$ cat config.mk
export PLATFORM = sky130hd
export DESIGN_NAME = boot_loader
export DESIGN_NICKNAME = d
export VERILOG_FILES = /design/src/rtl/boot_loader.sv
export SDC_FILE = /design/constraint.sdc
export NUM_CORES = 1
export LEC_CHECK = 0
export CAP_MARGIN = 25
export CORE_AREA = 2 2 121 111
export DETAILED_ROUTE_END_ITERATION = 8
export DIE_AREA = 0 0 123 113
export PLACE_DENSITY = 0.7
export RECOVER_POWER = 50
export SLEW_MARGIN = 20
export SYNTH_ARGS = -nofsm -noshare
export SYNTH_HDL_FRONTEND = slang
export SYNTH_SLANG_ARGS = --single-unit
$ cat constraint.sdc
create_clock -name CLK -period 2.55 [get_ports CLK]
set_input_delay 0.6375 -clock CLK [delete_from_list [all_inputs] [get_ports CLK]]
set_output_delay 0.6375 -clock CLK [all_outputs]
set_load 0.005 [all_outputs]
$ cat src/rtl/boot_loader.sv
// Framed-stream program loader: holds the CPU in HALT, writes the payload into
// program RAM over the shared buses, verifies the checksum, then releases the bus.
module boot_loader #(
  parameter int DATA_WIDTH = 16,
  parameter int ADDR_WIDTH = 16
) (
  input  logic                  CLK,
  input  logic                  RESET,
  input  logic                  START,
  input  logic                  IN_VALID,
  input  logic [DATA_WIDTH-1:0] IN_DATA,
  output logic                  IN_READY,
  output logic                  RAM_EN,
  output logic                  RAM_RW,
  output logic [ADDR_WIDTH-1:0] ADDRESS_OUT,
  output logic [DATA_WIDTH-1:0] DATA_OUT,
  output logic                  BUS_DRIVE,
  output logic                  HALT,
  output logic                  BUSY,
  output logic                  DONE,
  output logic                  ERROR
);

  typedef enum logic [2:0] {
    S_IDLE, S_HDR_ADDR, S_HDR_CNT, S_WRITE, S_CHECK, S_RUN, S_ERR
  } state_e;

  state_e                state_q;
  logic                  in_ready_q, ram_en_q, ram_rw_q, bus_drive_q;
  logic                  halt_q, busy_q, done_q, error_q;
  logic [ADDR_WIDTH-1:0] addr_q, base_q;
  logic [DATA_WIDTH-1:0] data_q, cnt_q, idx_q, sum_q;

  logic                  accept;
  logic [DATA_WIDTH-1:0] idx_d, sum_d;
  logic [ADDR_WIDTH-1:0] wr_addr_d;

  assign accept    = IN_VALID & in_ready_q;
  assign idx_d     = idx_q + DATA_WIDTH'(1);
  assign sum_d     = sum_q + IN_DATA;
  // The index is DATA_WIDTH wide; resize it so the address wraps at ADDR_WIDTH.
  assign wr_addr_d = base_q + ADDR_WIDTH'(idx_q);

  // NOTE: every state bit lives in this one clocked block and is assigned with
  // non-blocking '<=' so all registers update together from pre-edge values.
  always_ff @(posedge CLK or negedge RESET) begin
    if (!RESET) begin
      state_q     <= S_IDLE;
      in_ready_q  <= 1'b0;
      ram_en_q    <= 1'b0;
      ram_rw_q    <= 1'b1;
      bus_drive_q <= 1'b0;
      halt_q      <= 1'b1;
      busy_q      <= 1'b0;
      done_q      <= 1'b0;
      error_q     <= 1'b0;
      addr_q      <= '0;
      data_q      <= '0;
      base_q      <= '0;
      cnt_q       <= '0;
      idx_q       <= '0;
      sum_q       <= '0;
    end else begin
      ram_en_q <= 1'b0;
      ram_rw_q <= 1'b1;

      case (state_q)
        S_IDLE, S_RUN, S_ERR: begin
          if (START) begin
            state_q     <= S_HDR_ADDR;
            in_ready_q  <= 1'b1;
            halt_q      <= 1'b1;
            busy_q      <= 1'b1;
            done_q      <= 1'b0;
            error_q     <= 1'b0;
            bus_drive_q <= 1'b1;
            sum_q       <= '0;
            idx_q       <= '0;
          end
        end

        S_HDR_ADDR: begin
          if (accept) begin
            base_q  <= ADDR_WIDTH'(IN_DATA);
            state_q <= S_HDR_CNT;
          end
        end

        S_HDR_CNT: begin
          if (accept) begin
            cnt_q   <= IN_DATA;
            state_q <= (IN_DATA == '0) ? S_CHECK : S_WRITE;
          end
        end

        S_WRITE: begin
          if (accept) begin
            ram_en_q <= 1'b1;
            ram_rw_q <= 1'b0;
            addr_q   <= wr_addr_d;
            data_q   <= IN_DATA;
            sum_q    <= sum_d;
            idx_q    <= idx_d;
            // Comparing the incremented index lets N = 2^DATA_WIDTH-1 finish without overflow.
            if (idx_d == cnt_q) state_q <= S_CHECK;
          end
        end

        S_CHECK: begin
          if (accept) begin
            in_ready_q  <= 1'b0;
            busy_q      <= 1'b0;
            bus_drive_q <= 1'b0;
            if (IN_DATA == sum_q) begin
              state_q <= S_RUN;
              done_q  <= 1'b1;
              halt_q  <= 1'b0;
            end else begin
              state_q <= S_ERR;
              error_q <= 1'b1;
            end
          end
        end

        default: begin
          state_q    <= S_IDLE;
          in_ready_q <= 1'b0;
        end
      endcase
    end
  end

  assign IN_READY    = in_ready_q;
  assign RAM_EN      = ram_en_q;
  assign RAM_RW      = ram_rw_q;
  assign ADDRESS_OUT = addr_q;
  assign DATA_OUT    = data_q;
  assign BUS_DRIVE   = bus_drive_q;
  assign HALT        = halt_q;
  assign BUSY        = busy_q;
  assign DONE        = done_q;
  assign ERROR       = error_q;

endmodule

==> summary.txt, run 1 <==
status -> finished, final reports clean
Clock transition at path regs -> 0.08 ns
final wirelength -> 16100 um
async set or reset register ratio after synthesis -> 1.000
most common flop cell mapped by yosys -> dfrtp_1
CTS root buffer -> clkbuf_16
#FFs+latches synth -> 106
largest area contributor in the synthesized netlist -> dfrtp_1
Req. time, crit path -> 2.79 ns
min Tclk post-route -> 2.471 ns
first-pass GRT wire length -> 26060 um
Buffers on Ports -> 59
Post-Synthesis Cell Area -> 6230 um2
GR Overflow Total -> 0
Syn. warnings -> 0
Setup WS pre-CTS -> -0.6037 ns
CTS tree -> done
LEAKAGE -> 3.870 nW
sequential area share after synthesis -> 0.4262
nets@finish -> 839
FMAX -> 0.4047 GHz
hold crit path type -> input port to asynchronous set/reset pin
Post-DP Area -> 7527 um2
RSZ-0062 raised after global routing -> false
Critical R2R Launch -> idx_q[1]
# diodes -> 0
clk_skew -> 0.007415 ns
cell count after synthesis -> 664
core area -> 12590 um2
drt pass-1 iters -> 5
post-route setup TNS -> 0 ns
initial core utilization -> 0.4948
CTS Sinks -> 106
PwrDens -> 407.9 nW/um2
Filler cells -> 1037
Max VDD drop -> 0.0003783 V
placement row count -> 39
Tcrit/Tclk final -> 0.9690
die height -> 113 um
initial antenna violation count -> 0
Area contributors post-synth -> dfrtp_1 42%, nand2_1 6.8%, ha_1 6.2%
Critical Path Fanout Max -> 3
Worst Max-Slew Pin Slew -> 1.104 ns
layout cells sized above 1 -> 0.2099
CP startpoint kind -> input port
max_slew headroom -> 0.2641
drt via density -> 5.676
final slew viol count -> 0
crit path kind -> input port to flip-flop
via count -> 5421
Avg Inst Size Synth -> 9.382 um2
Cell Count Post-Placement -> 936
post-DP HPWL -> 11920 um
post-synth net total -> 717
pin count of the biggest net entering global routing -> 47
antenna viol nets, final -> 0
final worst slack -> 0.07907 ns
Post-synth EDFFs -> 0
final instance area -> 7975 um2
DRC -> 0
Final Hold Viols -> 0
maximum root-to-sink buffer count -> 2
H-tree Lvls -> 3
DRT iter0 DRCs -> 392
Tot GR Track Use -> 0.2376
final estimated routing congestion in global placement -> 0.9258
Critical Path Source -> IN_DATA[1]
Synth top area share -> 0.4178
wire per inst -> 16.85 um
IO Pins -> 60
Area growth syn-to-layout -> 28.02%
Max-Cap Viols -> 0
final setup violation count -> 0
vias in the first global route -> 5326
Worst-Skew Late Latency -> 0.35 ns
Die Width -> 123 um
die footprint -> 13900 um2
post-synth cell types -> 63
Critical Path AT -> 2.71 ns
Post-Layout Cell Count -> 955
Num CTS Buffers -> 9
CP Capture Type -> flip-flop
# hold bufs at CTS -> 0
==> final timing paths <==
check / cells after the start / end / slack, ns
hold reg to reg: 2 / ADDRESS_OUT[6] / 0.47
max in group asynchronous: 2 / DATA_OUT[13] / 0.47
setup reg to reg: 9 / state_q[1] / 0.10
hold / removal: 1 / idx_q[1] / 0.43
setup / recovery: 9 / sum_q[12] / 0.08
min in group CLK: 2 / ADDRESS_OUT[6] / 0.47
==> placed cells by master (no fill, tap or decap), drive strengths merged, types with 6 or more instances in the layout <==
master	netlist	routed
dlymetal6s2s	0	6
nand4	6	6
ha	31	31
inv	15	19
nor4	13	13
nand3	18	18
a211oi	7	7
nor2b	8	8
dfrtp	104	104
a21oi	25	25
mux2i	7	7
nor3b	6	6
dlygate4sd3	0	15
buf	8	78
mux2	31	31
xnor2	25	25
nand2	113	113
o31ai	6	6
clkdlybuf4s50	0	34
a21o	16	16
o21ai	68	68
xor2	17	17
nor2	40	40
nor3	9	9
clkbuf	21	15
==> cells by family after synthesis <==
| family | after synthesis | synth area share |
|---|---|---|
| buffers and inverters | 44 | 0.02992 |
| adders and majority gates | 33 | 0.06869 |
| DFF | 106 | 0.4262 |
| and+or+nand+nor | 238 | 0.1836 |
| xor gates and xnor gates | 42 | 0.05905 |
| muxes | 38 | 0.06728 |
| AOI/OAI and AO/OA | 163 | 0.1653 |
==> synth_stat cells, drive strengths merged, types with 3 or more instances <==
cell type  count
a2111oi        3
a211oi         7
a21o          16
a21oi         25
a22o           4
a31oi          3
and3           3
and4           4
buf            8
clkbuf        21
dfrtp        104
ha            31
inv           15
mux2          31
mux2i          7
nand2        113
nand2b         5
nand3         18
nand4          6
nor2          40
nor2b          8
nor3           9
nor3b          6
nor4          13
o211ai         3
o21a           4
o21ai         68
o22ai          3
o31ai          6
o32ai          3
o41ai          4
or3            4
or4            3
xnor2         25
xor2          17
==> through the flow <==
step             util  total power [mW]  hold slack [ns]
3_3_place_gp   0.5979             1.920           0.4600
2_1_floorplan       -             1.775           0.3419
4_1_cts        0.6207             3.275           0.2661
6_report       0.6335             3.253           0.4338
5_1_grt        0.6335             3.369           0.5095
3_5_place_dp   0.5979             1.922           0.4655
==> critical path: stages <==
cell and delay [ns]:
dlygate4sd2_1 0.29, fa_2 0.43, a21oi_4 0.15, o211ai_1 0.13
a21oi_2 0.18, a21oi_2 0.09, o21a_1 0.20, or3_1 0.34
a32o_1 0.25
==> report_power, final <==
| group | total [mW] | switching, mW | internal [mW] |
|---|---|---|---|
| logic | 0.205 | 0.117 | 0.0876 |
| registers | 1.69 | 0.00522 | 1.68 |
| clock network | 1.36 | 0.659 | 0.701 |
==> what timing repair did <==
action / CTS / global route
pin swaps: 8 / 12
buffers inserted: 0 / 3
gates resized for setup: 5 / 32
setup endpoints to repair: 6 / 12
==> registers in the layout, summed over array words and instances (netlist names) <==
| register | cells |
|---|---|
| cnt_q | 16 |
| DATA_OUT | 16 |
| BUSY | 1 |
| HALT | 1 |
| DONE | 1 |
| sum_q | 16 |
| state_q | 3 |
| RAM_EN | 1 |
| RAM_RW | 1 |
| idx_q | 16 |
| base_q | 16 |
| IN_READY | 1 |
| ADDRESS_OUT | 16 |
| ERROR | 1 |
==> metal layers <==
metal / wire length, um / track usage / share of wire
met1: 7243 / 0.3180 / 0.45
met2: 7849 / 0.3871 / 0.49
met3: 771 / 0.04788 / 0.048
met4: 229 / 0.07652 / 0.014
met5: 0 / 0 / 0
==> final cells by class <==
class                           instances  area (um2)  area share
Sequential cell                       106        2655      0.3329
Clock inverter                          6       45.04    0.005648
Inverter                               15       56.30    0.007060
Clock buffer                           10       239.0     0.02997
Timing Repair Buffer                  140        1205      0.1511
Multi-Input combinational cell        514        3570      0.4476
Tap cell                              164       205.2     0.02573
No activity file was read; power rests on OpenSTA's default activity.
==> run 2: changes to the inputs <==
CTS_CLUSTER_DIAMETER = 80   (was not set)
==> results of run 2 <==
Final layout, timing and power as in run 1 (identical DEF).
